`config.mk`:
```
export PLATFORM = sky130hd
export DESIGN_NAME = uart_tx
export DESIGN_NICKNAME = d
export VERILOG_FILES = /design/src/rtl/uart_pkg.sv /design/src/rtl/sync_fifo.sv /design/src/rtl/uart_tx.sv
export SDC_FILE = /design/constraint.sdc
export NUM_CORES = 1
export LEC_CHECK = 0
export ABC_AREA = 1
export CORE_MARGIN = 1.5
export CORE_UTILIZATION = 45
export DETAILED_ROUTE_END_ITERATION = 8
export PLACE_DENSITY_LB_ADDON = 0.3
export SLEW_MARGIN = 10
export SYNTH_ARGS = -nofsm -noshare
export SYNTH_HDL_FRONTEND = slang
export SYNTH_SLANG_ARGS = --single-unit
```
`constraint.sdc`:
```
create_clock -name clk -period 2.1 [get_ports clk]
set_input_delay 0.21 -clock clk [delete_from_list [all_inputs] [get_ports clk]]
set_output_delay 0.21 -clock clk [all_outputs]
set_load 0.01 [all_outputs]
```
`src/rtl/uart_pkg.sv`:
```
// Shared UART definitions: transmitter state encoding and the bit-period divisor,
// computed once here so transmitter and receiver agree on the same rounding.
package uart_pkg;

  typedef enum logic [1:0] {
    IDLE,
    START,
    DATA,
    STOP
  } uart_tx_state_t;

  // Clock cycles per bit, rounded to nearest.
  function automatic int uart_div(input int clk_freq, input int baud);
    return (clk_freq + baud / 2) / baud;
  endfunction

endpackage

```
`src/rtl/sync_fifo.sv`:
```
// Synchronous FIFO with registered read data and registered full/empty/count flags.
// Pushes while full and pops while empty are ignored.
module sync_fifo #(
  parameter int WIDTH = 8,
  parameter int DEPTH = 16
) (
  input  logic                     clk,
  input  logic                     reset,
  input  logic                     wr,
  input  logic [WIDTH-1:0]         din,
  input  logic                     rd,
  output logic [WIDTH-1:0]         dout,
  output logic                     full,
  output logic                     empty,
  output logic [$clog2(DEPTH):0]   count
);

  localparam int AW = $clog2(DEPTH);
  localparam logic [AW:0] CNT_ONE     = (AW+1)'(1);
  localparam logic [AW:0] CNT_FULL_M1 = (AW+1)'(DEPTH - 1);

  logic [WIDTH-1:0] mem [DEPTH];
  logic [AW-1:0]    wptr;
  logic [AW-1:0]    rptr;
  logic             push;
  logic             pop;

  assign push = wr && !full;
  assign pop  = rd && !empty;

  // NOTE: storage has no reset; the pointers alone decide what is valid, and
  // leaving the array unreset lets it map onto plain RAM.
  always_ff @(posedge clk) begin
    if (push) mem[wptr] <= din;
  end

  // NOTE: all sequential state uses non-blocking assignments so every register
  // samples pre-edge values regardless of statement order.
  always_ff @(posedge clk) begin
    if (reset) begin
      wptr  <= '0;
      rptr  <= '0;
      dout  <= '0;
      count <= '0;
      full  <= 1'b0;
      empty <= 1'b1;
    end else begin
      if (push) wptr <= wptr + 1'b1;
      if (pop) begin
        rptr <= rptr + 1'b1;
        dout <= mem[rptr];
      end
      unique case ({push, pop})
        2'b10: begin
          count <= count + 1'b1;
          full  <= (count == CNT_FULL_M1);
          empty <= 1'b0;
        end
        2'b01: begin
          count <= count - 1'b1;
          full  <= 1'b0;
          empty <= (count == CNT_ONE);
        end
        default: ;
      endcase
    end
  end

endmodule

```
`src/rtl/uart_tx.sv`:
```
// Buffered 8N1 UART transmitter: bytes queue in a FIFO and are shifted out LSB
// first with one start and one stop bit. Back-to-back frames have no idle gap.
module uart_tx
  import uart_pkg::*;
#(
  parameter int CLK_FREQ = 50_000_000,
  parameter int BAUD     = 115200,
  parameter int DEPTH    = 16
) (
  input  logic                   clk,
  input  logic                   reset,
  input  logic [7:0]             din,
  input  logic                   wr,
  output logic                   tx,
  output logic                   full,
  output logic                   empty,
  output logic [$clog2(DEPTH):0] count,
  output logic                   busy,
  output logic                   overflow
);

  localparam int DIV = uart_div(CLK_FREQ, BAUD);
  localparam int BW  = $clog2(DIV);
  localparam logic [BW-1:0] BAUD_LAST = BW'(DIV - 1);

  uart_tx_state_t state, state_d;
  logic [BW-1:0]  baud_cnt, baud_cnt_d;
  logic [2:0]     bit_idx, bit_idx_d;
  logic [7:0]     shift, shift_d;
  logic [7:0]     fifo_dout;
  logic           rd;
  logic           tx_d;
  logic           bit_end;

  sync_fifo #(.WIDTH(8), .DEPTH(DEPTH)) u_fifo (
    .clk   (clk),
    .reset (reset),
    .wr    (wr),
    .din   (din),
    .rd    (rd),
    .dout  (fifo_dout),
    .full  (full),
    .empty (empty),
    .count (count)
  );

  // NOTE: every output of this block gets a default first so no path leaves
  // one unassigned, which would otherwise infer a latch.
  always_comb begin
    state_d    = state;
    baud_cnt_d = baud_cnt + 1'b1;
    bit_idx_d  = bit_idx;
    shift_d    = shift;
    rd         = 1'b0;
    bit_end    = (baud_cnt == BAUD_LAST);
    unique case (state)
      IDLE: begin
        baud_cnt_d = '0;
        if (!empty) begin
          rd      = 1'b1;
          state_d = START;
        end
      end
      START: begin
        if (bit_end) begin
          baud_cnt_d = '0;
          bit_idx_d  = '0;
          // Popped byte arrives on the registered FIFO read one cycle after the pop.
          shift_d    = fifo_dout;
          state_d    = DATA;
        end
      end
      DATA: begin
        if (bit_end) begin
          baud_cnt_d = '0;
          shift_d    = {1'b0, shift[7:1]};
          if (bit_idx == 3'd7) state_d = STOP;
          else                 bit_idx_d = bit_idx + 1'b1;
        end
      end
      STOP: begin
        if (bit_end) begin
          baud_cnt_d = '0;
          if (!empty) begin
            rd      = 1'b1;
            state_d = START;
          end else begin
            state_d = IDLE;
          end
        end
      end
      default: state_d = IDLE;
    endcase

    // tx is registered from the next state so it lines up with the state register.
    case (state_d)
      START:   tx_d = 1'b0;
      DATA:    tx_d = shift_d[0];
      default: tx_d = 1'b1;
    endcase
  end

  always_ff @(posedge clk) begin
    if (reset) begin
      state    <= IDLE;
      baud_cnt <= '0;
      bit_idx  <= '0;
      shift    <= '0;
      tx       <= 1'b1;
      overflow <= 1'b0;
    end else begin
      state    <= state_d;
      baud_cnt <= baud_cnt_d;
      bit_idx  <= bit_idx_d;
      shift    <= shift_d;
      tx       <= tx_d;
      if (wr && full) overflow <= 1'b1;
    end
  end

  assign busy = (state != IDLE) || !empty;

endmodule

```
Yosys cells after proc, flatten, opt, wreduce, memory -nomap -nowiden:

Memories as Yosys holds them, arrays and structs flattened. A register that Yosys moved wholly into a read port is not among the register bits.
Index checks and enable logic that the tools add are counted.

* order comparisons: 0
* mux-type cells: 25
* add/sub/neg operators: 6
* multipliers: 0
* div/mod/pow operators: 0
* reduce and logical (&&, ||, !) cells: 13
* shifts and indexed selects: 0
* eq/ne operators: 14
* bitwise logic cells: 0

Operators by type and width (count)
* $pmux W9 S2: 1
* $mux W8: 2
* $pmux W8 S2: 1
* $mux W2: 5
* $pmux W5 S2: 1
* $add A9 B1 Y9 const B: 1
* $eq A9 B9 Y1 const B: 1
* $mux W3: 3
* $mux W9: 1
* $add A4 B1 Y4 const B: 2
* $eq A2 B2 Y1 const B: 4
* $pmux W1 S2: 4
* $pmux W2 S4: 1
* $eq A2 B1 Y1 const B: 3
* $ne A2 B2 Y1 const B: 3
* $pmux W3 S2: 1
* $reduce_bool A2 Y1: 3
* $add A5 B1 Y5 const B: 1
* $eq A5 B1 Y1 const B: 1
* $eq A5 B4 Y1 const B: 1
* $mux W1: 5
* $sub A5 B1 Y5 const B: 1
* $reduce_and A4 Y1: 1
* $add A3 B1 Y3 const B: 1
* 7 further kinds: 10

* latch bits: 0
* bits in registers: 39
* memories kept: 1
* memory bits (writable): 128
* output and inout port bits: 10
* bits of input ports: 11
* bits in read-only memories: 0

Memories
* u_fifo.mem: words 16, width 8, read ports 1, clocked after memory_dff 1, write ports 1, line sync_fifo.sv:22 `logic [WIDTH-1:0] mem [DEPTH];`

Longest topological paths before layout:

* word-level depth: 6
* mapped depth: 15
* gate-level depth less buffers: 14

By module:

From an unflattened synthesis, not the netlist that was laid out.

* cell total of the unflattened synthesis: 765
* area, all modules: 7641.1 sq um

Modules (own cells, without submodules)
* sync_fifo: times used 1, area each 6348.6 sq um, sequential area each 4304.1 sq um, cells each 589
* uart_tx: times used 1, area each 1292.5 sq um, sequential area each 480.5 sq um, cells each 176

Least setup slack after synthesis:

OpenSTA, ideal clock, no wires.

* path type: reg-to-reg
* from: reg baud_cnt[1]
* to: reg u_fifo.count[2]
* data required time: 1.978 ns
* arrival: 1.862 ns
* period minus slack after synthesis: 1.984 ns
* path slack: 0.116 ns
* library setup time: 0.122 ns
* cell stages (with the launch flop): 15
* cells stage by stage: dfxtp_1 -> inv_1 -> ha_1 -> nand2_1 -> nor2_4 -> nand3_2 -> nand2_2 -> nand3_4 -> clkinv_4 -> buf_12 -> ha_1 -> a21oi_1 -> o21ai_0 -> o21ai_0 -> a21oi_1

* word-level cells in the longest chain between the ends: 6
* elaborated cells on any way between the ends: 8
* those cells by class: eq/ne (3); mux (3); reduce/logical (2)

RTL lines
* start, declared: line uart_tx.sv:27 `logic [BW-1:0] baud_cnt, baud_cnt_d;`
* start signal, assigned: line uart_tx.sv:113 `baud_cnt <= baud_cnt_d;`
* $eq A9 B9 Y1 (*): line uart_tx.sv:55 `bit_end = (baud_cnt == BAUD_LAST);`
* $mux W1 (*): line uart_tx.sv:82 `if (bit_end) begin`
* $pmux W1 S2 (*): line uart_tx.sv:56 `unique case (state)`
* $logic_and A1 B1 Y1 (*): line sync_fifo.sv:29 `assign pop = rd && !empty;`
* via u_fifo.pop: line sync_fifo.sv:26 `logic pop;`
* $eq A2 B1 Y1 or $eq A2 B2 Y1 (tied branches): line sync_fifo.sv:53 `unique case ({push, pop})`
* $pmux W5 S2 or $reduce_bool A2 Y1 (tied branches)
* end signal, assigned: line sync_fifo.sv:55 `count <= count + 1'b1;`
* end signal, assigned: line sync_fifo.sv:60 `count <= count - 1'b1;`
* end, declared: line sync_fifo.sv:15 `output logic [$clog2(DEPTH):0] count`

The timed path passes the listed nets; every way through them passes the cells marked *.
A chain may end at the register's enable or synchronous reset.

Final worst setup path:

* from: reg state[1]
* to: reg u_fifo.count[3]

* word-level cells in the longest chain between the ends: 5
* elaborated cells on any way between the ends: 8
* those cells by class: eq/ne (3); mux (2); reduce/logical (3)

RTL lines
* start, declared: line uart_tx.sv:26 `uart_tx_state_t state, state_d;`
* start signal, assigned: line uart_tx.sv:112 `state <= state_d;`
* $eq A2 B2 Y1 or $logic_not A2 Y1 (tied branches): line uart_tx.sv:56
* $pmux W1 S2 (*): line uart_tx.sv:56
* $logic_and A1 B1 Y1 (*): line sync_fifo.sv:29
* $eq A2 B1 Y1 or $eq A2 B2 Y1 (tied branches): line sync_fifo.sv:53
* $pmux W5 S2 or $reduce_bool A2 Y1 (tied branches)

Mark *: on every way between the ends. The rest lies on a longest branch, timed or not.

==> results.py <==
metrics = {
    "status": {
        "status": "complete, no violations",
    },
    "pwr": {
        "vdd_drop_max_uv": 656,
        "leakagePower_uw": 0.00308,
        "p_per_area_nw_per_um2": 1040,
    },
    "cells_and_area": {
        "n_antenna_cell": 0,
        "multi_input_area_um2": 2370,
        "regArea_um2": 4790,
        "final_layout_size_suffix_gt1_frac": 0.123,
        "final_cells": 985,
        "final_area_um2": 8640,
        "fill_cells": 1440,
        "syn_to_final_growth_pct": 14.2,
        "nets": 784,
    },
    "synthesis": {
        "synth-xor-area-share": 0.00579,
        "synthSimpleGateAreaFrac": 0.152,
        "synthAdderAreaFrac": 0.0331,
        "synth_top_family_by_area": "simple AND/OR/NAND/NOR gates",
        "postSynthAreaPerCell_um2": 10.6,
        "syn-cell-area_um2": 7570,
        "yosysWarnings": 0,
        "synth.most_common_cell": "nor2_1",
        "synth_seq_area_share": 0.632,
        "synthFlopType": "edfxtp_1",
        "syn_inst": 717,
        "yosysTopAreaCell": "edfxtp_1",
        "ys_seq_elements": 175,
        "yosys-mux-area-fraction": 0,
        "synth_edf_count": 128,
        "synth_common_cells": "nor2_1 (138), edfxtp_1 (128), o21ai_0 (85)",
        "synth_nets": 748,
        "yosys.area.top_type_share": 0.508,
        "synth_compound_area_frac": 0.122,
        "synth_top_cells_by_area": "edfxtp_1 (51%), dfxtp_1 (12%), nor2_1 (6.8%)",
        "ys_async_sr_fraction": 0,
        "synthDistinctLibCells": 37,
    },
    "placed_design": {
        "dp_slack_ps": 75.8,
        "dpl.hpwl_um": 10500,
        "port-buffer-count": 20,
        "dpl_cell_area_um2": 8090,
        "gp_congestion": 0.881,
        "dp_cells": 954,
    },
    "setup_path": {
        "cp_max_fo": 6,
        "critPathSlowestCell": "dfxtp_1",
        "worst-path-buf-inv": 4,
        "cp.required_ps": 2420,
        "crit_path_cell_trace": "inv_1 -> ha_1 -> inv_1 -> nand3_4 -> clkinv_4 -> ha_2 -> inv_1 -> o22ai_1 -> nand3_1 -> o21ai_1 -> a21oi_1",
        "path_common_cell": "inv_1",
        "cpLargestDelayFamily": "adder cells",
        "end_kind": "register",
        "critPathKind": "reg -> reg",
        "max_stage_delay_ps": 370,
        "worst_setup_path_start_kind": "register",
        "crit_arrival_ps": 2290,
    },
    "global_route": {
        "gr-usage-met2": 0.319,
        "antenna_found_initial": 0,
        "grt_pass1_wl_um": 26200,
        "track_usage": 0.191,
        "grt.busiest_layer": "met2",
        "use_met3": 0.0414,
        "grt_remaining_overflow": 0,
        "grt_max_degree": 68,
        "met1_usage": 0.245,
        "first_global_vias": 5186,
    },
    "job": {
        "maxCapViolations": 0,
    },
    "floorplan": {
        "start_util": 0.458,
        "pin_count": 21,
        "fp.dieW_um": 133,
        "fp-row-count": 47,
        "die_area_um2": 17600,
        "core_um2": 16500,
        "die-height_um": 133,
    },
    "drt": {
        "ant_nets": 0,
        "firstDrtPassIters": 6,
        "route.detailed.drc": 0,
        "num_vias": 5264,
        "wire_per_inst_um": 16.2,
        "wl_um": 16000,
        "dr.first_iter.drc_count": 550,
        "viasPerCell": 5.34,
    },
    "cts": {
        "root_buffer": "clkbuf_16",
        "h-tree-depth": 4,
        "numCtsBuffers": 17,
        "cts_tree": "built",
        "worstSkewPairLatency_ps": 430,
        "ctsHoldBuffers": 0,
        "clk_path_buf_depth": 2,
        "clock_sinks": 175,
        "path_clk_slew_ps": 70,
    },
    "sta": {
        "postLayoutSetupSlackWorst_ps": 128,
        "final_hold_viol_count": 0,
        "max_freq_mhz": 507,
        "post-route-period-util": 0.939,
        "final.setup_skew_ps": 9.92,
        "worst_slew_pin_slew_ps": 680,
        "slew_headroom": 0.545,
        "fin_tns_setup_ps": 0,
        "slew_violations": 0,
        "grt_setup_unrepaired": "false",
        "setup_viol": 0,
        "period_needed_ps": 1970,
    },
    "min_path": {
        "worstHoldPathType": "in -> reg",
    },
}
==> per-stage QoR <==
step	total power (uW)	hold slack (ps)	utilization
floorplan	5490	309	-
global placement	6050	445	0.489
detailed placement	6100	452	0.489
CTS	9030	427	0.523
global route	9480	436	0.523
finish	9000	436	0.523
==> state kept, by name (all words and copies together), names as in the netlist <==
name,count
u_fifo.mem,128
baud_cnt,9
shift,8
u_fifo.dout,8
u_fifo.count,5
u_fifo.rptr,4
u_fifo.wptr,4
bit_idx,3
state,2
overflow,1
tx,1
u_fifo.empty,1
u_fifo.full,1
==> worst register-to-register path, stage by stage, from the launching register on <==
cell	delay, ps
dfxtp_1	370
inv_1	110
ha_1	310
inv_1	120
nand3_4	100
clkinv_4	60
ha_2	200
inv_1	100
o22ai_1	160
nand3_1	120
o21ai_1	160
a21oi_1	50
==> placed cells by master, fill, tap and decap left out, types with 17 or more instances in the layout <==
master	instances
inv_1	53
buf_4	28
o211ai_1	33
ha_1	18
a21oi_1	28
edfxtp_1	128
dfxtp_1	43
o21ai_0	82
nor2_1	138
nand3_1	29
nand2_1	71
clkdlybuf4s50_1	20
clkbuf_16	17
==> logic make-up after synthesis <==
family / after synthesis
AO/OA/AOI/OAI: 160
flip-flops: 175
buffers and inverters: 91
XOR/XNOR: 5
adder cells (fa/ha/maj): 20
AND/OR/NAND/NOR: 266
==> final timing paths <==
| check | start | endpoint | slack [ps] | depth (start not counted) |
|---|---|---|---|---|
| worst max-delay path | state[1]$_SDFF_PP0_ | u_fifo.count[3]$_SDFFE_PP0P_ | 130 | 11 |
| worst min-delay path | wr | overflow$_SDFFE_PP0P_ | 440 | 3 |
| worst max register to register | state[1]$_SDFF_PP0_ | u_fifo.count[3]$_SDFFE_PP0P_ | 130 | 11 |
| worst min register to register | baud_cnt[0]$_SDFF_PP0_ | baud_cnt[0]$_SDFF_PP0_ | 460 | 1 |
==> power by group <==
group | internal, uW | switching [uW]
Clock | 1550 | 1380
Combinational | 719 | 1300
Sequential | 3910 | 135
==> cell type report <==
type	instances	share of cell area
well taps	220	0.0318
inverters	59	0.0262
clock buffers	17	0.0492
flip-flops and latches	175	0.554
repair buffers	49	0.0498
clock inverters	14	0.0145
multi-input cells	451	0.274
==> metal layers <==
metal	vias to the layer above	share of wire
met5	-	0
met4	0	0.022
met3	27	0.046
met2	143	0.49
met1	2543	0.44
li1	2551	-
==> repair_timing <==
item,4_1_cts,5_1_grt
buffers inserted,0,0
setup endpoints to repair,0,4
endpoints found under the hold margin,0,0
gates resized for setup,0,8
Note: power is estimated with default switching activity, not from simulation.
